$ cat config.mk
export PLATFORM = sky130hd
export DESIGN_NAME = simon_key_schedule
export DESIGN_NICKNAME = d
export VERILOG_FILES = /design/src/rtl/simon_pkg.sv /design/src/rtl/simon_ks_round.sv /design/src/rtl/simon_key_schedule.sv
export SDC_FILE = /design/constraint.sdc
export NUM_CORES = 1
export LEC_CHECK = 0
export ABC_CLOCK_PERIOD_IN_PS = 2340
export CAP_MARGIN = 5
export CORE_ASPECT_RATIO = 0.7
export CORE_MARGIN = 4
export CORE_UTILIZATION = 47
export CTS_BUF_LIST = sky130_fd_sc_hd__clkbuf_4
export CTS_CLUSTER_SIZE = 25
export DETAILED_ROUTE_END_ITERATION = 12
export GPL_ROUTABILITY_DRIVEN = 0
export PLACE_DENSITY = 0.88
export SLEW_MARGIN = 40
export SYNTH_ARGS = -nofsm -noshare
export SYNTH_HDL_FRONTEND = slang
export SYNTH_SLANG_ARGS = --single-unit
export TNS_END_PERCENT = 50
$ cat constraint.sdc
create_clock -name clk -period 2.34 [get_ports clk]
set_input_delay 0.234 -clock clk [delete_from_list [all_inputs] [get_ports clk]]
set_output_delay 0.234 -clock clk [all_outputs]
set_load 0.01 [all_outputs]
$ cat src/rtl/simon_pkg.sv
// Shared definitions for the Simon key schedule: z sequences, round/z lookups
// and the controller state type.
package simon_pkg;

  typedef enum logic [1:0] {IDLE, RUN, DONE} ks_state_e;

  // Leftmost digit of each constant is sequence bit 0.
  localparam logic [61:0] Z_SEQ [5] = '{
    62'b11111010001001010110000111001101111101000100101011000011100110,
    62'b10001110111110010011000010110101000111011111001001100001011010,
    62'b10101111011100000011010010011000101000010001111110010110110011,
    62'b11011011101011000110010111100000010010001010011100110100001111,
    62'b11010001111001101011011000100000010111000011001010010011101111
  };

  // Returns 0 for any (n, m) pair that is not a standard Simon configuration.
  function automatic int simon_rounds(input int n, input int m);
    case (n)
      16:      return (m == 4) ? 32 : 0;
      24:      return (m == 3 || m == 4) ? 36 : 0;
      32:      return (m == 3) ? 42 : (m == 4) ? 44 : 0;
      48:      return (m == 2) ? 52 : (m == 3) ? 54 : 0;
      64:      return (m == 2) ? 68 : (m == 3) ? 69 : (m == 4) ? 72 : 0;
      default: return 0;
    endcase
  endfunction

  function automatic int simon_zi(input int n, input int m);
    case (n)
      16:      return 0;
      24:      return (m == 3) ? 0 : 1;
      32:      return (m == 3) ? 2 : 3;
      48:      return (m == 2) ? 2 : 3;
      64:      return (m == 2) ? 2 : (m == 3) ? 3 : 4;
      default: return 0;
    endcase
  endfunction

  function automatic bit simon_cfg_legal(input int n, input int m);
    return simon_rounds(n, m) != 0;
  endfunction

endpackage

$ cat src/rtl/simon_ks_round.sv
// Combinational Simon key expansion step: produces the next window word
// from the current window and the z-sequence bit.
module simon_ks_round #(
  parameter int N = 32,
  parameter int M = 4
) (
  input  logic [N*M-1:0] w,
  input  logic           z_bit,
  output logic [N-1:0]   f
);

  function automatic logic [N-1:0] ror(input logic [N-1:0] x, input int unsigned r);
    return (x >> r) | (x << (N - r));
  endfunction

  logic [N-1:0] t;
  logic [N-1:0] u;

  always_comb begin
    t = ror(w[N*(M-1) +: N], 3);
    if (M == 4) t = t ^ w[N +: N];
    u = t ^ ror(t, 1);
    f = ~w[0 +: N] ^ u ^ {{(N-2){1'b0}}, 2'b11} ^ {{(N-1){1'b0}}, z_bit};
  end

endmodule

$ cat src/rtl/simon_key_schedule.sv
// Sequential Simon key schedule: loads an M-word master key and streams
// round keys k_0..k_{T-1} over valid/ready, one per cycle.
module simon_key_schedule
  import simon_pkg::*;
#(
  parameter  int N  = 32,
  parameter  int M  = 4,
  localparam int T  = simon_rounds(N, M),
  localparam int ZI = simon_zi(N, M),
  localparam int IW = $clog2((T > 1) ? T : 2)
) (
  input  logic           clk,
  input  logic           rst_n,
  input  logic [N*M-1:0] key_in,
  input  logic           start,
  input  logic           abort,
  output logic           busy,
  output logic           rk_valid,
  input  logic           rk_ready,
  output logic [N-1:0]   rk_data,
  output logic [IW-1:0]  rk_idx,
  output logic           done
);

  if (!simon_cfg_legal(N, M)) begin : g_bad_cfg
    $error("simon_key_schedule: unsupported (N, M) configuration");
  end

  localparam logic [61:0] ZSEQ = Z_SEQ[ZI];

  ks_state_e     state_q, state_d;
  logic [N-1:0]  w_q [M];
  logic [N-1:0]  w_d [M];
  logic [IW-1:0] cnt_q, cnt_d;
  logic [5:0]    zp_q, zp_d;
  logic [N*M-1:0] w_flat;
  logic [N-1:0]  f_next;
  logic          z_bit;

  always_comb begin
    w_flat = '0;
    for (int unsigned j = 0; j < M; j++) w_flat[N*j +: N] = w_q[j];
  end

  assign z_bit = ZSEQ[6'd61 - zp_q];

  simon_ks_round #(.N(N), .M(M)) u_round (
    .w     (w_flat),
    .z_bit (z_bit),
    .f     (f_next)
  );

  always_comb begin
    state_d = state_q;
    w_d     = w_q;
    cnt_d   = cnt_q;
    zp_d    = zp_q;
    case (state_q)
      IDLE: begin
        if (!abort && start) begin
          for (int unsigned j = 0; j < M; j++) w_d[j] = key_in[N*j +: N];
          cnt_d   = '0;
          zp_d    = '0;
          state_d = RUN;
        end
      end
      RUN: begin
        if (abort) begin
          state_d = IDLE;
        end else if (rk_ready) begin
          // Slide the window; the new tail word is k_{cnt+M}.
          for (int unsigned j = 0; j + 1 < M; j++) w_d[j] = w_q[j+1];
          w_d[M-1] = f_next;
          cnt_d    = cnt_q + 1'b1;
          zp_d     = (zp_q == 6'd61) ? '0 : zp_q + 1'b1;
          if (cnt_q == IW'(T - 1)) state_d = DONE;
        end
      end
      DONE:    state_d = IDLE;
      default: state_d = IDLE;
    endcase
  end

  always_ff @(posedge clk or negedge rst_n) begin
    if (!rst_n) begin
      state_q <= IDLE;
      w_q     <= '{default: '0};
      cnt_q   <= '0;
      zp_q    <= '0;
    end else begin
      state_q <= state_d;
      w_q     <= w_d;
      cnt_q   <= cnt_d;
      zp_q    <= zp_d;
    end
  end

  assign busy     = (state_q == RUN);
  assign rk_valid = (state_q == RUN);
  assign done     = (state_q == DONE);
  assign rk_data  = w_q[0];
  assign rk_idx   = cnt_q;

endmodule

==> qor.yml <==
outcome:
  status: "completed"
synthesis:
  ys_ff_latch: 142
  yosysSeqAreaShare: 0.460
  syn_area_per_cell_um2: 8.33
  synth-edff-count: 0
  synthDistinctLibCells: 37
  synth_flop_cell: "dfrtp_1"
  async_reset_ff_frac: 1.00
  synth_cells: 927
  syn_nets: 1070
  yosysWarnings: 0
  synth_area_mm2: 0.00772
die:
  coreArea_mm2: 0.0158
  die_area_mm2: 0.0186
  start_util: 0.489
  die_h_um: 115
  placementRows: 38
  die_x_um: 161
  boundaryPins: 174
sta:
  min_period_ns: 2.32
  final.setup_skew_ns: 0.0288
  finalSetupViolCount: 0
  slew_violations: 0
  final.setup.worst_slack_ns: 0.0182
  min_period_over_period: 0.992
  rsz0062_at_grt: "yes"
  hold_viol_final: 0
  fmax_mhz: 431
  slew-limit-headroom: 0.598
  worst_pin_slew_ns: 0.603
critical_path:
  endpoint_kind: "flip-flop"
  start_kind: "flip-flop"
  worst-endpoint-required_ns: 2.76
  arrival_ns: 2.74
  cp_max_fo: 5
  path_class: "reg2reg"
final_layout:
  num-nets-final: 1195
  fin_util: 0.627
  layout.cells.non_filler: 1285
  drive_gt1_frac: 0.0667
  area_growth_pct: 28.3
  n_antenna_cell: 0
global_routing:
  grt_max_degree: 101
  antenna_found_initial: 0
  grt_pass1_vias: 6739
  overflow: 0
  track_usage: 0.224
  grt_pass1_wl_um: 33600
route:
  drc: 0
  via_per_inst: 5.40
  num_vias: 6936
  firstDrtPassIters: 5
  ant_nets: 0
  drtIter0Drc: 580
  wirelength_um: 20600
  routedWlPerCell_um: 16.0
placement:
  place_hpwl_um: 14700
  numPortBuffers: 173
  placed_cells: 1250
  pre_cts_ws_ns: -0.0663
clocking:
  clock_latency_ns: 0.54
  cts_max_path_buffers: 2
  clk_pin_slew_worst_paths_ns: 0.14
  clock-root-buffer: "clkbuf_4"
  cts_buffers: 17
  cts.sinks: 142
  cts_tree: "yes"
  htree_num_levels: 4
power_and_ir_drop:
  vdd_drop_max_uv: 449
  leakage_nw: 4.13
  power_density_mw_per_mm2: 1000
  pwr-share-clk: 0.182
  p_sw_frac: 0.377
  internal-power_mw: 6.17
  combPwrFrac: 0.431
  netSwitchingPower_mw: 3.74
  p_seq_frac: 0.387
job:
  drv_cap: 0
min_path:
  hp-class: "in2reg"
## cell usage after synthesis, drive strengths merged, types with 2 or more instances
| cell type | number | share of area |
|---|---|---|
| a21oi | 34 | 0.022 |
| a31oi | 97 | 0.079 |
| buf | 43 | 0.038 |
| clkbuf | 49 | 0.024 |
| dfrtp | 142 | 0.46 |
| ha | 10 | 0.016 |
| inv | 3 | 0.0015 |
| mux2i | 2 | 0.0026 |
| nand2 | 232 | 0.11 |
| nand2b | 2 | 0.0016 |
| nand3 | 6 | 0.0039 |
| nand4 | 4 | 0.0032 |
| nor2 | 140 | 0.068 |
| nor3 | 2 | 0.0013 |
| o21ai | 38 | 0.025 |
| xnor2 | 67 | 0.077 |
| xor2 | 41 | 0.047 |
## routing by layer
layer	track usage	routed length, um
met5	0	0
met4	0.0443	185
met3	0.0602	1890
met2	0.346	8990
met1	0.321	9550
## state kept, by name (all words and copies together) (netlist names)
register / flops
rk_data: 32
rk_idx: 6
state_q: 2
w_flat: 96
zp_q: 6
## stage by stage
step	hold WS, ns	area [um2]	power (mW)	TNS [ns]
2_1_floorplan	-0.0616	7720	6.89	0
3_3_place_gp	0.253	9520	7.85	0
3_5_place_dp	0.256	9520	8.04	-0.0663
4_1_cts	0.193	9850	9.86	0
5_1_grt	0.199	9900	10.6	-0.0498
6_report	0.234	9900	9.90	0
## critical path, cell delays in order (launching register included)
cell      delay (ns)
dfrtp_2         0.47
inv_4           0.11
ha_4            0.21
and2b_4         0.25
a21oi_2         0.03
mux4_2          0.45
a222oi_1        0.42
xnor2_1         0.17
o21ai_1         0.09
## kinds of logic (layout without fill, tap and decap cells)
| kind of cell | after synthesis | count (layout) | synth area share |
|---|---|---|---|
| adders and majority gates | 10 | 10 | 0.0162 |
| muxes | 4 | 4 | 0.00697 |
| DFF | 142 | 142 | 0.460 |
| buffers and inverters | 95 | 233 | 0.0635 |
| and+or+nand+nor | 393 | 393 | 0.198 |
| xor gates and xnor gates | 108 | 108 | 0.124 |
| AOI/OAI and AO/OA | 175 | 175 | 0.132 |
## placed cells by master (no fill, tap or decap), types with 2 or more instances in the layout
cell               n
nand2_1          231
clkdlybuf4s50_1  172
dfrtp_1          141
nor2_1           140
a31oi_1           97
xnor2_1           66
xor2_1            41
a21oi_1           33
o21ai_1           33
clkbuf_4          18
buf_4             17
ha_1               8
nand3_1            6
buf_12             6
o21ai_0            5
clkinv_2           4
nand4_1            4
bufinv_16          4
clkinv_4           3
mux2i_1            2
ha_4               2
inv_6              2
buf_6              2
## power by group through the flow
stage,clock network (mW),registers [mW],logic [mW]
4_1_cts,1.83,3.82,4.22
6_report,1.80,3.84,4.27
5_1_grt,1.95,3.93,4.70
2_1_floorplan,0,3.66,3.23
3_5_place_dp,0,3.86,4.18
3_3_place_gp,0,3.83,4.02
## final cells by class
class	count	area, um2
clock buffer	18	135
sequential	142	3550
clock inverter	14	190
timing repair buffer	198	2000
fill	1281	5880
inverter	3	15.0
multi-input combinational	690	3730
tap	220	275
## path summary, 6_finish.rpt
path | cells after the start | from | end | slack (ns)
worst max-delay path | 8 | zp_q[1] | w_flat[96] | 0.02
worst min-delay path | 3 | key_in[36] | w_flat[36] | 0.23
worst max register to register | 8 | zp_q[1] | w_flat[96] | 0.02
worst min register to register | 2 | w_flat[70] | w_flat[38] | 0.51
max in group asynchronous | 3 | rst_n | w_flat[56] | 1.45
min in group asynchronous | 2 | rst_n | rk_data[5] | 0.24
## repair_timing
| item | CTS | global route |
|---|---|---|
| gates resized for setup | 1 | 8 |
| endpoints found under the hold margin | 58 | 0 |
| hold buffers | 1 | 0 |
| setup endpoints to repair | 1 | 1 |
| setup buffers | 0 | 2 |
| pin swaps | 1 | 4 |
No activity file was read; power rests on OpenSTA's default activity.
